<file path="config.mk">
export PLATFORM = sky130hd
export DESIGN_NAME = babbage_engine_param
export DESIGN_NICKNAME = d
export VERILOG_FILES = /design/src/rtl/babbage_engine_param.sv
export SDC_FILE = /design/constraint.sdc
export NUM_CORES = 2
export LEC_CHECK = 0
export BUFFER_PORTS_ARGS = -buffer_cell sky130_fd_sc_hd__buf_2
export CAP_MARGIN = 30
export CORE_ASPECT_RATIO = 0.8
export CORE_MARGIN = 5
export CORE_UTILIZATION = 45
export DETAILED_ROUTE_END_ITERATION = 16
export SYNTH_ARGS = -nofsm -noshare
export SYNTH_HDL_FRONTEND = slang
export SYNTH_SLANG_ARGS = --single-unit
</file>
<file path="constraint.sdc">
create_clock -name clk -period 14.1 [get_ports clk]
set_input_delay 1.41 -clock clk [delete_from_list [all_inputs] [get_ports clk]]
set_output_delay 1.41 -clock clk [all_outputs]
set_load 0.005 [all_outputs]
</file>
<file path="src/rtl/babbage_engine_param.sv">
// babbage_engine_param: parametrised polynomial difference engine.
// Optional macro BABBAGE_STREAM_EN adds a p(0)..p(n) value stream.
module babbage_engine_param #(
    parameter int DEGREE  = 5,
    parameter int WIDTH   = 32,
    parameter int N_WIDTH = 7
) (
    input  logic                      clk,
    input  logic                      reset,
    input  logic                      start,
    input  logic        [N_WIDTH-1:0] n,
    input  logic                      coef_we,
    input  logic        [3:0]         coef_addr,
    input  logic signed [WIDTH-1:0]   coef_data,
`ifdef BABBAGE_STREAM_EN
    output logic                      stream_valid,
    output logic        [N_WIDTH-1:0] stream_idx,
    output logic signed [WIDTH-1:0]   stream_data,
`endif
    output logic                      ready,
    output logic signed [WIDTH-1:0]   babbage_out,
    output logic                      done_tick
);

    localparam int AW = (DEGREE > 1) ? $clog2(DEGREE + 1) : 1;
    localparam int CW = 4;

    typedef enum logic [2:0] {IDLE, EVAL, DIFF, RUN, DONE} state_t;

    state_t state, state_next;

    logic        [CW-1:0]      k, c, p;
    logic        [N_WIDTH-1:0] n_reg, run_cnt;
    logic signed [WIDTH-1:0]   coef [DEGREE+1];
    logic signed [WIDTH-1:0]   diff [DEGREE+1];
    logic signed [WIDTH-1:0]   acc, k_ext, horner;
    logic                      last_c, last_k, last_p, last_run;

    // One Horner step at point k; c selects the coefficient from the top down
    assign k_ext    = WIDTH'(k);
    assign horner   = acc * k_ext + coef[AW'(CW'(DEGREE) - c)];
    assign last_c   = (c == CW'(DEGREE));
    assign last_k   = (k == CW'(DEGREE));
    assign last_p   = (p == CW'(DEGREE));
    assign last_run = (run_cnt == n_reg - N_WIDTH'(1));
    assign ready    = (state == IDLE);

    always_ff @(posedge clk or posedge reset) begin
        if (reset) state <= IDLE;
        else       state <= state_next;
    end

    always_comb begin
        state_next = state;
        unique case (state)
            IDLE: if (start) state_next = EVAL;
            EVAL: if (last_c && last_k) state_next = DIFF;
            DIFF: begin
                if (last_p) state_next = (n_reg == '0) ? DONE : RUN;
            end
            RUN:  if (last_run) state_next = DONE;
            DONE: state_next = IDLE;
            default: state_next = IDLE;
        endcase
    end

    always_ff @(posedge clk or posedge reset) begin
        if (reset) begin
            for (int i = 0; i <= DEGREE; i++) begin
                coef[i] <= '0;
                diff[i] <= '0;
            end
            acc         <= '0;
            k           <= '0;
            c           <= '0;
            p           <= '0;
            n_reg       <= '0;
            run_cnt     <= '0;
            babbage_out <= '0;
            done_tick   <= 1'b0;
        end else begin
            done_tick <= 1'b0;
            unique case (state)
                IDLE: begin
                    if (coef_we && coef_addr <= 4'(DEGREE))
                        coef[AW'(coef_addr)] <= coef_data;
                    if (start) begin
                        n_reg   <= n;
                        k       <= '0;
                        c       <= '0;
                        p       <= CW'(1);
                        run_cnt <= '0;
                    end
                end
                EVAL: begin
                    if (c == '0) acc <= coef[AW'(DEGREE)];
                    else         acc <= horner;
                    if (last_c) begin
                        diff[AW'(k)] <= horner;
                        c <= '0;
                        k <= k + CW'(1);
                    end else begin
                        c <= c + CW'(1);
                    end
                end
                DIFF: begin
                    // Pass p turns column i into the p-th difference for i >= p
                    for (int i = 1; i <= DEGREE; i++) begin
                        if (CW'(i) >= p) diff[i] <= diff[i] - diff[i-1];
                    end
                    p <= p + CW'(1);
                end
                RUN: begin
                    for (int i = 0; i < DEGREE; i++) begin
                        diff[i] <= diff[i] + diff[i+1];
                    end
                    run_cnt <= run_cnt + N_WIDTH'(1);
                end
                DONE: begin
                    babbage_out <= diff[0];
                    done_tick   <= 1'b1;
                end
                default: ;
            endcase
        end
    end

`ifdef BABBAGE_STREAM_EN
    always_ff @(posedge clk or posedge reset) begin
        if (reset) begin
            stream_valid <= 1'b0;
            stream_idx   <= '0;
            stream_data  <= '0;
        end else begin
            stream_valid <= 1'b0;
            if (state == DIFF && last_p) begin
                stream_valid <= 1'b1;
                stream_idx   <= '0;
                stream_data  <= diff[0];
            end else if (state == RUN) begin
                // Emit the value diff[0] takes at this edge
                stream_valid <= 1'b1;
                stream_idx   <= run_cnt + N_WIDTH'(1);
                stream_data  <= diff[0] + diff[1];
            end
        end
    end
`endif

endmodule

</file>
==> impl_metrics.yaml <==
layout:
  fill_cells: 7853
  layout-drive-gt1-share_pct: 12.5
  largest_registers: "coef (192), diff (192)"
  fin_nets: 4613
  final_cell_mix: "476 x dfrtp_1, 404 x nor2_1, 404 x a21oi_1"
  final_common_cell: "dfrtp_1"
  multi_input_area_sq_mm: 0.0244
  num_antenna_cells: 0
  area_delta_synth_final_pct: 9.84
  seqCellArea_sq_mm: 0.0120
critical_path:
  crit_path_frequent_cell: "a21oi_1"
  path_buf_inv: 2
  crit_chain: "ha_1, buf_4, or2_2, nor2_1, a21oi_1, fa_1, fa_1, fa_1, inv_1, ha_1, o211ai_1, o211ai_1, a21oi_1, a21oi_1, a41oi_1, o221a_2, o21bai_1, a21oi_1, xnor2_1, o32a_1, o22ai_1"
  critical_path.startpoint_type: "register"
  cp_slowest_cell: "or2_2"
  r2r_slack_ns: 6.71
  worstPathMaxFanout: 33
  end_kind: "register"
  required_ns: 14.57
  crit_type: "register to register"
  crit_family: "compound AO/OA/AOI/OAI gates"
  cpPeakStageDelay_ns: 0.74
  arrival_ns: 7.86
clock_network:
  htree_levels: 2
  clk_path_buf_depth: 3
  cts_tree: "yes"
  cts-root-buf: "clkbuf_16"
  postCtsSetupBuffers: 0
  post_cts_resized: 0
  clk_pin_slew_worst_paths_ns: 0.06
  holdBufCountCts: 0
  clock_sinks: 478
  insertion_delay_ns: 0.63
  cts_buffers: 55
drt:
  wire_per_inst_um: 19.4
  drt_wl_total_um: 104000
  route.detailed.drc: 0
  drt_iter0_drc: 2536
  vias_per_cell: 5.75
  ant_nets: 0
  first_pass_iters: 6
  vias: 30887
synth:
  synth-edff-count: 0
  synth_cell_types: 92
  synth-seq-area-share_pct: 31.5
  synth_top_family_by_area: "compound AO/OA/AOI/OAI gates"
  synth_compound_area_share_pct: 18.2
  syn_nets: 4622
  yosys_most_used_dff: "dfrtp_1"
  netlist_area_sq_mm: 0.0379
  synth_cells: 4221
  synthSimpleGateAreaFrac_pct: 14.8
  avgSynthCellArea_sq_um: 8.99
  synth_xor_area_share_pct: 7.52
  synth_warnings: 0
  async_flop_share_pct: 100
  ys_ff_latch: 478
  synth_fa_ha_area_share_pct: 13.5
  synthMuxAreaShare_pct: 10.2
timing:
  period_minus_slack_ns: 7.39
  drv_slew: 0
  fin_crit_sh_pct: 52.4
  skew_ns: 0.0170
  setup_tns_ns: 0
  tightest_slew_ns: 1.01
  finalHoldViolations: 0
  fin_ws_ns: 6.71
  finalSetupViolCount: 0
  fmax_mhz: 135
  relSlewSlack_pct: 32.6
  rsz0062_at_grt: "false"
global_route:
  antenna_found_initial: 2
  grt_first_pass_wirelength_um: 171000
  grt_pass1_vias: 30423
  grt.total_usage_pct: 22.9
  grt_overflow: 0
  grt_max_degree: 171
floorplan:
  die_w_um: 335
  fp.coreArea_sq_mm: 0.0838
  initial_core_util_pct: 45.3
  ios: 81
  die-height_um: 270
  num_rows: 95
  die_area_sq_mm: 0.0903
placed_design:
  hpwl_um: 75400
  port-buffer-count: 80
  place_ws_ns: 6.77
  globalplace.congestion: 0.894
hold_path:
  hold_path_class: "register to register"
status:
  outcome: "finished, final reports clean"
run:
  maxCapViolations: 0
Yosys cell counts (24+ instances only):
cell	n	area share [%]
nor2_1	408	4.0
xor2_1	136	3.1
mux2_2	221	6.6
xnor2_1	188	4.3
o21a_1	26	0.51
a211oi_1	32	0.63
mux2i_1	57	1.5
a31oi_1	26	0.43
a221oi_1	68	1.6
a21oi_1	406	5.4
ha_1	262	8.6
clkbuf_1	156	1.5
and2_1	103	1.7
o21ai_0	143	1.9
mux4_2	32	1.9
nor3_1	56	0.74
o21bai_1	35	0.69
nand2_1	377	3.7
o21ai_1	90	1.2
fa_1	92	4.9
a22oi_1	56	1.1
a21o_1	95	1.9
dfrtp_1	478	32
inv_1	236	2.3
nor4_1	24	0.40
buf_1	33	0.33
or3_1	33	0.54
nand3_1	52	0.69
final cells by class:
class | instances | share of cell area [%]
flip-flops and latches | 478 | 28.7
clock buffers | 77 | 3.89
repair buffers | 130 | 2.29
multi-input cells | 3309 | 58.6
well taps | 1115 | 3.35
inverters | 238 | 2.15
clock inverters | 24 | 0.970
path summary, 6_finish.rpt:
path                            depth (start not counted)  start         to
worst max-delay path                                   21   c[2]   diff[63]
worst min-delay path                                    1   c[3]       c[3]
worst max register to register                         21   c[2]   diff[63]
worst min register to register                          1   c[3]       c[3]
max in group asynchronous                               5  reset  diff[161]
min in group asynchronous                               3  reset  coef[155]
cell families after synthesis:
family | count (synthesis)
compound gates | 1110
xor+xnor | 325
fa+ha+maj | 354
buf+inv | 434
flops | 478
mux | 317
simple gates | 1203
through the flow:
stage                     hold WS (ns)  utilization (%)  cell area [sq um]  std cells
after floorplan                  0.436                -              38000       4221
after global placement           0.470             47.0              39400       5259
after detailed placement         0.462             47.2              39500       5266
after CTS                        0.485             49.6              41600       5367
after global routing             0.506             49.7              41700       5371
final                            0.483             49.7              41700       5371
layer usage:
metal / track usage [%] / vias to the layer above / wire length [um]
li1: - / 14975 / -
met1: 34.9 / 15120 / 52200
met2: 35.6 / 699 / 45900
met3: 2.50 / 93 / 4770
met4: 4.21 / 0 / 1600
met5: 0 / - / 0
Power is left out: the tool's default activity adds up to more than one toggle a clock period on the data nets, which glitch-free logic cannot reach.
